==> src/rtl/uart_rx_fifo.sv <==
// 8N1 UART receiver with 16x oversampling, start-bit validation and a
// first-word-fall-through byte FIFO drained one byte per pop.
module uart_rx_fifo #(
  parameter int CLK_FREQ   = 50000000,
  parameter int BAUD       = 115200,
  parameter int DIV        = CLK_FREQ / (BAUD * 16),
  parameter int FIFO_DEPTH = 8
) (
  input  logic                          iCLK,
  input  logic                          Reset,
  input  logic                          iUART_RXD,
  input  logic                          iRxPop,
  input  logic                          iClearErr,
  output logic [7:0]                    oRxData,
  output logic                          oRxValid,
  output logic [$clog2(FIFO_DEPTH):0]   oCount,
  output logic                          oFramingErr,
  output logic                          oOverrun,
  output logic                          oBusy,
  output logic [2:0]                    oState
);

  localparam int TW = (DIV > 1) ? $clog2(DIV) : 1;
  localparam int AW = $clog2(FIFO_DEPTH);

  typedef enum logic [2:0] {
    IDLE     = 3'd0,
    START    = 3'd1,
    DATA     = 3'd2,
    STOP     = 3'd3,
    WAITHIGH = 3'd4
  } state_t;

  state_t        state;
  logic          rxMeta;
  logic          rxs;
  logic          rxPrev;
  logic [TW-1:0] tickCnt;
  logic          tick;
  logic [3:0]    sc;
  logic [2:0]    bi;
  logic [7:0]    shiftReg;

  logic [7:0]    mem [FIFO_DEPTH];
  logic [AW-1:0] wrPtr;
  logic [AW-1:0] rdPtr;
  logic [AW:0]   count;

  logic startEdge;
  logic stopSample;
  logic pushReq;
  logic frameErr;
  logic full;
  logic popOk;
  logic pushOk;
  logic overrunEv;

  assign tick       = (tickCnt == TW'(DIV - 1));
  assign startEdge  = (state == IDLE) && rxPrev && !rxs;
  assign stopSample = (state == STOP) && tick && (sc == 4'd15);
  assign pushReq    = stopSample && rxs;
  assign frameErr   = stopSample && !rxs;
  assign full       = (count == (AW+1)'(FIFO_DEPTH));
  // Handshake: oRxValid means oRxData holds the head byte; a pop is taken on
  // any edge where iRxPop=1 and oRxValid=1, and is ignored otherwise.
  assign popOk      = iRxPop && (count != '0);
  // A pop in the same cycle frees the slot, so a full FIFO still accepts.
  assign pushOk     = pushReq && (!full || popOk);
  assign overrunEv  = pushReq && full && !popOk;

  always_ff @(posedge iCLK) begin
    if (!Reset) begin
      rxMeta <= 1'b1;
      rxs    <= 1'b1;
      rxPrev <= 1'b1;
    end else begin
      rxMeta <= iUART_RXD;
      rxs    <= rxMeta;
      rxPrev <= rxs;
    end
  end

  // Restarting the divider on the start edge centres later samples in each bit.
  always_ff @(posedge iCLK) begin
    if (!Reset || startEdge) tickCnt <= '0;
    else if (tick)           tickCnt <= '0;
    else                     tickCnt <= tickCnt + TW'(1);
  end

  always_ff @(posedge iCLK) begin
    if (!Reset) begin
      state    <= IDLE;
      sc       <= 4'd0;
      bi       <= 3'd0;
      shiftReg <= 8'd0;
    end else begin
      case (state)
        IDLE: begin
          if (startEdge) begin
            state <= START;
            sc    <= 4'd0;
          end
        end
        START: begin
          if (tick) begin
            if (sc == 4'd7) begin
              sc <= 4'd0;
              bi <= 3'd0;
              state <= rxs ? IDLE : DATA;
            end else begin
              sc <= sc + 4'd1;
            end
          end
        end
        DATA: begin
          if (tick) begin
            if (sc == 4'd15) begin
              sc       <= 4'd0;
              shiftReg <= {rxs, shiftReg[7:1]};
              if (bi == 3'd7) state <= STOP;
              else            bi    <= bi + 3'd1;
            end else begin
              sc <= sc + 4'd1;
            end
          end
        end
        STOP: begin
          if (tick) begin
            if (sc == 4'd15) begin
              sc    <= 4'd0;
              state <= rxs ? IDLE : WAITHIGH;
            end else begin
              sc <= sc + 4'd1;
            end
          end
        end
        WAITHIGH: begin
          if (rxs) state <= IDLE;
        end
        default: state <= IDLE;
      endcase
    end
  end

  always_ff @(posedge iCLK) begin
    if (!Reset) begin
      wrPtr <= '0;
      rdPtr <= '0;
      count <= '0;
      for (int i = 0; i < FIFO_DEPTH; i++) mem[i] <= 8'd0;
    end else begin
      if (pushOk) begin
        mem[wrPtr] <= shiftReg;
        wrPtr      <= wrPtr + AW'(1);
      end
      if (popOk) rdPtr <= rdPtr + AW'(1);
      case ({pushOk, popOk})
        2'b10:   count <= count + (AW+1)'(1);
        2'b01:   count <= count - (AW+1)'(1);
        default: count <= count;
      endcase
    end
  end

  always_ff @(posedge iCLK) begin
    if (!Reset) begin
      oFramingErr <= 1'b0;
      oOverrun    <= 1'b0;
    end else begin
      if (frameErr)       oFramingErr <= 1'b1;
      else if (iClearErr) oFramingErr <= 1'b0;
      if (overrunEv)      oOverrun    <= 1'b1;
      else if (iClearErr) oOverrun    <= 1'b0;
    end
  end

  assign oRxData  = mem[rdPtr];
  assign oRxValid = (count != '0);
  assign oCount   = count;
  assign oBusy    = (state != IDLE);
  assign oState   = state;

endmodule
==> config.mk <==
export PLATFORM = sky130hd
export DESIGN_NAME = uart_rx_fifo
export DESIGN_NICKNAME = d
export VERILOG_FILES = /design/src/rtl/uart_rx_fifo.sv
export SDC_FILE = /design/constraint.sdc
export NUM_CORES = 1
export LEC_CHECK = 0
export CORE_MARGIN = 2
export CORE_UTILIZATION = 45
export CTS_CLUSTER_DIAMETER = 100
export DETAILED_ROUTE_END_ITERATION = 12
export PLACE_DENSITY = 0.63
export SETUP_SLACK_MARGIN = 0.1
export SYNTH_ARGS = -nofsm -noshare
export SYNTH_HDL_FRONTEND = slang
export SYNTH_SLANG_ARGS = --single-unit
==> constraint.sdc <==
create_clock -name iCLK -period 6.4 [get_ports iCLK]
set_clock_uncertainty 0.05 [all_clocks]
set_input_delay 1.92 -clock iCLK [delete_from_list [all_inputs] [get_ports iCLK]]
set_output_delay 1.92 -clock iCLK [all_outputs]
set_load 0.01 [all_outputs]
==> results of run 1 <==
==> Yosys cell counts (6+ instances only) <==
cell type	instances	area (µm²)
sky130_fd_sc_hd__nor4_1	36	225
sky130_fd_sc_hd__inv_1	8	30.0
sky130_fd_sc_hd__xor2_1	8	70.1
sky130_fd_sc_hd__mux4_2	16	360
sky130_fd_sc_hd__nor3_1	31	155
sky130_fd_sc_hd__clkbuf_1	29	109
sky130_fd_sc_hd__ha_1	10	125
sky130_fd_sc_hd__a21oi_1	17	85.1
sky130_fd_sc_hd__o21ai_0	11	55.1
sky130_fd_sc_hd__nand3_1	37	185
sky130_fd_sc_hd__nand2b_1	9	56.3
sky130_fd_sc_hd__mux2_2	8	90.1
sky130_fd_sc_hd__buf_2	6	30.0
sky130_fd_sc_hd__nand2_1	20	75.1
sky130_fd_sc_hd__mux2i_1	11	110
sky130_fd_sc_hd__dfxtp_1	41	821
sky130_fd_sc_hd__nor2_1	27	101
sky130_fd_sc_hd__edfxtp_1	64	1920
==> registers in the layout, indices dropped and copies added (netlist names), named ones only <==
| name | count |
|---|---|
| rdPtr | 3 |
| rxPrev | 1 |
| sc | 4 |
| bi | 3 |
| oOverrun | 1 |
| oFramingErr | 1 |
| oState | 3 |
| oCount | 4 |
| wrPtr | 3 |
| rxMeta | 1 |
| rxs | 1 |
| tickCnt | 5 |
| shiftReg | 8 |
| mem | 64 |
==> area by class of cell <==
cell class / count / area, µm² / share of cell area, %
Multi-Input combinational cell: 295 / 2180 / 38.1
Timing Repair Buffer: 30 / 283 / 4.95
Inverter: 9 / 33.8 / 0.591
Sequential cell: 105 / 2740 / 48.0
Tap cell: 140 / 175 / 3.06
Clock buffer: 10 / 229 / 4.01
Clock inverter: 6 / 76.3 / 1.34
==> worst max path at each step <==
| stage | from | to | slack, ns | depth (start not counted) |
|---|---|---|---|---|
| final | register | oRxData[2] | 1.66 | 3 |
| after global routing | register | oRxData[0] | 1.45 | 3 |
| after CTS | register | oRxData[0] | 1.59 | 3 |
| after detailed placement | iRxPop | mem[3][4]$_SDFFCE_PN0P_ | 1.47 | 4 |
| after global placement | iRxPop | oCount[2]$_SDFFE_PN0P_ | 1.52 | 10 |
| after floorplan | iRxPop | oCount[2]$_SDFFE_PN0P_ | 2.27 | 11 |
==> critical path, cell delays in order, from the launching register on <==
cell and delay, ns:
sky130_fd_sc_hd__dfxtp_1 1.02, sky130_fd_sc_hd__mux4_2 0.64, sky130_fd_sc_hd__mux2_2 0.29, sky130_fd_sc_hd__clkdlybuf4s50_1 0.48
==> metrics by stage <==
step	cell area, µm²	hold slack (ns)	total power (W)	util (%)	std cells
after global routing	5720	0.398	0.00141	52.3	595
after detailed placement	5410	0.359	0.000825	49.5	579
after global placement	5410	0.346	0.000823	49.5	579
final	5720	0.378	0.00137	52.3	595
after floorplan	5080	0.336	0.000797	-	449
after CTS	5720	0.383	0.00138	52.3	595
==> where the power goes <==
part	leakage [nW]	switching, W	internal [W]
logic	0.711	0.0000323	0.0000261
registers	0.939	0.0000128	0.000739
clock network	0.149	0.000250	0.000310
total	1.80	0.000295	0.00107
==> layer usage <==
layer  part of all wire (%)  vias up  track usage [%]
met5                      0        -                0
met4                    2.9        0             8.48
met3                    6.7       25             4.35
met2                     48      156             33.1
met1                     42     1783             27.5
li1                       -     1718                -
==> cell families after synthesis <==
| logic type | Yosys count | share of synthesized area, % |
|---|---|---|
| muxes | 35 | 11.0 |
| buffers and inverters | 49 | 3.77 |
| xor gates and xnor gates | 10 | 1.72 |
| and+or+nand+nor | 187 | 20.2 |
| AOI/OAI and AO/OA | 53 | 6.80 |
| adders and majority gates | 10 | 2.46 |
| DFF | 105 | 54.0 |
==> results list, run 1 <==
* End of the worst hold path: rxs$_SDFF_PN1_
* Crit Reg-Reg Startpoint: sc[0]$_SDFFE_PN0P_
- Library cell used as clock root buffer: sky130_fd_sc_hd__clkbuf_16
- Worst Setup Start Kind: register
* Power per unit of standard cell area: around 240 nW/µm²
- By startpoint and endpoint, the worst setup path is classified as reg -> out.
* Category of the worst setup path capture point: output port
- DRC errors left: 0
* CTS clock-pin slew for the worst setup and hold paths: approximately 0.07 ns
* Post-CTS repair timing setup buffer count: 0
- Combined area of all synthesized cells: between 5000 and 6000 µm²
- The pre-antenna-repair detailed-routing pass consisted of 4 iterations.
- The worst hold path begins at rxMeta$_SDFF_PN1_.
* Total number of H-tree levels: 3
- Counting I/O delays and the setup requirement, the final critical path takes 4.74 ns.
* Layout area overhead: 12.5%
- During synthesis, Yosys emitted a total of 0 warnings.
- The final hold violation count is 0.
- Worst path arrival time: 2.77 ns
- A synthesized cell averages roughly 11 µm².
- Routed via count: around 3700
- The initial antenna violation count was 0.
- In the global route stage, overall resource usage came out at roughly 21%.
- Count of final setup violators: 0
* First-pass GRT wire length: around 19000 µm
* #FFs+latches synth: around 110
- After floorplanning, the core was divided into 38 placement rows.
* Outcome: complete, no violations
- Initial cell density of the core: 46.5%
* Fraction of final layout cells sized beyond drive strength 1: about an eighth
- CTS tree: yes
* Post-CTS sizing: 0
- The via count of the first global-routing pass was 3532.
- Across the run, the number of max-cap violations was 0.
* Via density: a little over 6
- Measured in cells, the most critical reg-to-reg path has a length of 5.
- Ports placed on the boundary: 24
* Highest-count cells in the layout ignoring fill and taps: sky130_fd_sc_hd__edfxtp_1, sky130_fd_sc_hd__dfxtp_1, sky130_fd_sc_hd__nand3_1
- Summed over all cells, the static leakage comes to ~1.8 nW.
- Port Buffers: 23
- For the worst setup path, the data required time is around 4.4 ns.
- The tree built by TritonCTS fans out to ~110 sinks.
- Summed over all layers, the routed wires come to approximately 12000 µm.
- Setup repair after global routing left no endpoint under its margin.
* Antenna cells: 0
- In the final routed layout, each cell accounts on average for around 20 µm.
- Counting flops with a built-in enable in the synthesized netlist gives between 60 and 70.
* Transition at the pin with the smallest max-transition slack: ~1.2 ns
- Total negative setup slack: 0 ns
- The worst-case IR drop observed on VDD is ~0.13 mV.
- Slack of the worst reg-to-reg path: roughly 3.1 ns
* Clock latency reported for the late side of the worst-skew pair: between 0.3 and 0.4 ns
- Area of the core: 10900 µm²
- Cts bufs inserted: 9
- Max FO, Critical Path: 16
* Die span in x: 110 µm
- Total Die Area: about 12000 µm²
- The layout has 978 filler cells.
* Net count, final: 465
- In the synthesized netlist the dominant register cell turns out to be sky130_fd_sc_hd__edfxtp_1.
* Hold Path Depth: 1
* Asr flop ratio synth: 0%
- After clock tree synthesis, the flow added hold-fix buffers numbering 0.
- Timing-limited maximum frequency: 211 MHz
* Number of distinct standard cells referenced by the synthesized netlist: 51
- Post-detailed-route count of antenna-violating nets: 0
- Pin count of the biggest net entering global routing: 55
- The worst path uses 74.1% of the clock period.
- The worst register-to-register path ends at mem[0][5]$_SDFFCE_PN0P_.
- Number of slew-limit violations in the final report: 0
- The detailed router finished its first iteration with 286 violations.
- RD Place Congestion: approximately 0.85
- Sequential cells were found to cover a little over half of the synthesized design area.
- Post-detail-place hpwl: ~7900 µm
- Net count of the mapped netlist: approximately 460
- Dpl ws: approximately 1.5 ns
- Die Y: 110 µm
* Cells after Synth: approximately 450
* Minimum setup slack in the final design: 1.66 ns
- Global routing finished with a remaining overflow of 0.
- In this run the worst hold path is classified as reg -> reg.
* Max clock buf depth: 2
- In this run the tightest slew margin relative to its limit is 22.4%.
* Most common cell after layout, fill and taps aside: sky130_fd_sc_hd__edfxtp_1
(Power assumes the default switching activity.)
==> run 2, diff against run 1 <==
PLACE_DENSITY = 0.66   (was 0.63)
clock period = 4.2 ns   (was 6.4 ns; I/O delays follow)
==> results list, run 2 (synthesis results as in run 1) <==
- Outcome: complete, no violations
- Post-detail-place hpwl: 7630 µm (-3.8%)
* Clock latency reported for the late side of the worst-skew pair: 0.34 ns (about the same)
- The die footprint is 12200 µm² (unchanged).
* Number of antenna violations at the first check in global routing: 0 (unchanged)
- Total negative setup slack: 0 ns (unchanged)
- The via count of the first global-routing pass is 3544 (+0.34%).
- Ports placed on the boundary: 24 (unchanged)
- Classification of the worst setup path: reg -> out
- Normalized max-slew margin: 43.4% (+21 points)
* Initial drt markers: 216 (-24%)
- STA classifies the critical path startpoint as a register.
* Post-detailed-route count of antenna-violating nets: 0 (unchanged)
- The register clock-pin slew on the reported worst setup and hold paths was 0.07 ns (about the same).
* Portion of the clock cycle consumed by the worst path in the final layout: approximately 87%
- The total placed instance area came to 5490 µm² (+1.5%).
- The slew at the pin closest to its max-slew limit is 0.848 ns (-0.304 ns).
- Cts bufs inserted: 9 (unchanged)
- In this run the worst hold path is classified as reg -> reg.
- The number of gates resized after cts was 0 (unchanged).
- Category of the worst setup path capture point: output port
- Layout area overhead: 14.3%
* Port Buffers: 23 (unchanged)
- The total of endpoints with negative setup slack in the final report is 0 (unchanged).
- Number of hold buffers added after CTS: 0 (unchanged)
* Layout Cell Area excl Fill: 5810 µm² (+1.6%)
- Utilization after layout: 53.1% (+0.84 points)
- The highest metal layer carrying signal wires in the routed design is met4.
- The max-cap violation count came to 0 (unchanged).
* Fraction of final layout cells sized beyond drive strength 1: 14.8% (+2.3 points)
- The total length of routed wires was 11600 µm (-1.4%).
- Highest-count cells in the layout ignoring fill and taps: sky130_fd_sc_hd__edfxtp_1, sky130_fd_sc_hd__dfxtp_1, sky130_fd_sc_hd__nand3_1
* Number of slew-limit violations in the final report: 0 (unchanged)
- The total global routing track utilization was 20.5% (-0.18 points).
- The global-route wire length before repair came to 18700 µm (-1.1%).
- Fillers: 971 (-0.72%)
* Max FO, Critical Path: 16 (unchanged)
- Antenna cells: 0 (unchanged)
- The largest net degree at the start of global routing is 77 (+40%).
* Routed via count: 3656 (-0.71%)
* Timing-limited maximum frequency: roughly 270 MHz
* Total length of routed met2 wires: 5720 µm (+0.67%)
* Library cell used as clock root buffer: sky130_fd_sc_hd__clkbuf_16
* Number of optimization iterations in the first detailed-route pass: 5 (+1)
- The number of flip-flops under the largest register name was 64 (unchanged).
- Setup repair after global routing left no endpoint under its margin.
- Post-Route Hold Slack: 0.375 ns (-0.00273 ns)
* IR Drop Worst-Case VDD: 0.241 mV (+88%)
- Most common cell after layout, fill and taps aside: sky130_fd_sc_hd__edfxtp_1
- Leak Pwr: 1.86 nW (+3.2%)
- Post-CTS repair timing setup buffer count: 0 (unchanged)
* Number of sinks driven by the clock tree: 105 (unchanged)
- The maximum count of clock buffers along a single path came to 2 (unchanged).
- Detailed route wirelength on metal3: 620 µm (-21%)
- Initial cell density of the core: 46.5% (unchanged)
* RD Place Congestion: 0.817 (-4.4%)
- Top reg by flops: mem
- The combined flip-flop and latch cell area came to 2740 µm² (unchanged).
- Die span in x: 110 µm (unchanged)
* Via density: 6.03 (-2.5%)
- The remaining global-route overflow came to 0 (unchanged).
* Top Registers: mem x64, shiftReg x8, tickCnt x5
* Met1 WL: 4900 µm (-0.71%)
- The data required time at the worst endpoint came to 2.89 ns (-1.54 ns).
- The smallest setup slack after layout was 0.558 ns (-1.10 ns).
- Area of the core: 10900 µm² (unchanged)
* Worst path arrival time: 2.33 ns (-0.44 ns)
- Final min period: ~3.6 ns
- The site row count is 38 (unchanged).
- The final hold violation count is 0 (unchanged).
- Dpl ws: 0.475 ns (-0.997 ns)
* CTS tree: yes
- Die Y: 110 µm (unchanged)
* Area of the multi-input gates: 2180 µm² (unchanged)
- The wire length per cell was 19.1 µm (-3.2%).
- The power per standard cell area was 365 nW/µm² (+52%).
* Net count, final: 476 (+2.4%)
- The total number of H-tree levels is 3 (unchanged).
- The DRC violation count after routing came to 0 (unchanged).
-- run 2: stage by stage --
step                      total power [W]  cells
after floorplan                   0.00121    449
after global placement            0.00126    590
after detailed placement          0.00126    590
after CTS                         0.00213    606
after global routing              0.00218    606
final                             0.00212    606
-- run 2: final timing paths --
check,start,end,slack [ns],cells after the start
hold / removal,rxMeta$_SDFF_PN1_,rxs$_SDFF_PN1_,0.38,1
hold reg to reg,rxMeta$_SDFF_PN1_,rxs$_SDFF_PN1_,0.38,1
setup / recovery,register,oRxData[1],0.56,4
setup reg to reg,sc[0]$_SDFFE_PN0P_,oCount[2]$_SDFFE_PN0P_,1.44,10
-- run 2: layout make-up --
class | instances | area share, %
Sequential cell | 105 | 47.2
Clock inverter | 7 | 1.53
Inverter | 9 | 0.582
Timing Repair Buffer | 41 | 6.29
Tap cell | 140 | 3.02
Clock buffer | 9 | 3.88
Multi-Input combinational cell | 295 | 37.5
-- run 2: report_power, final --
| group | internal (W) | switching, W | total (W) |
|---|---|---|---|
| clock network | 0.000480 | 0.000402 | 0.000882 |
| registers | 0.00112 | 0.0000183 | 0.00114 |
| logic | 0.0000446 | 0.0000497 | 0.0000943 |
| total | 0.00165 | 0.000470 | 0.00212 |
-- run 2: critical path: stages, from the launching register on --
cell and delay (ns):
sky130_fd_sc_hd__dfxtp_1 0.31, sky130_fd_sc_hd__buf_4 0.30, sky130_fd_sc_hd__mux4_2 0.61, sky130_fd_sc_hd__mux2_2 0.28, sky130_fd_sc_hd__clkdlybuf4s50_1 0.47
-- run 2: routing by layer --
layer  vias up  global-route usage, %
met5         -                      0
met1      1757                   27.1
met3        25                   3.47
li1       1747                      -
met2       127                   34.2
met4         0                   7.41
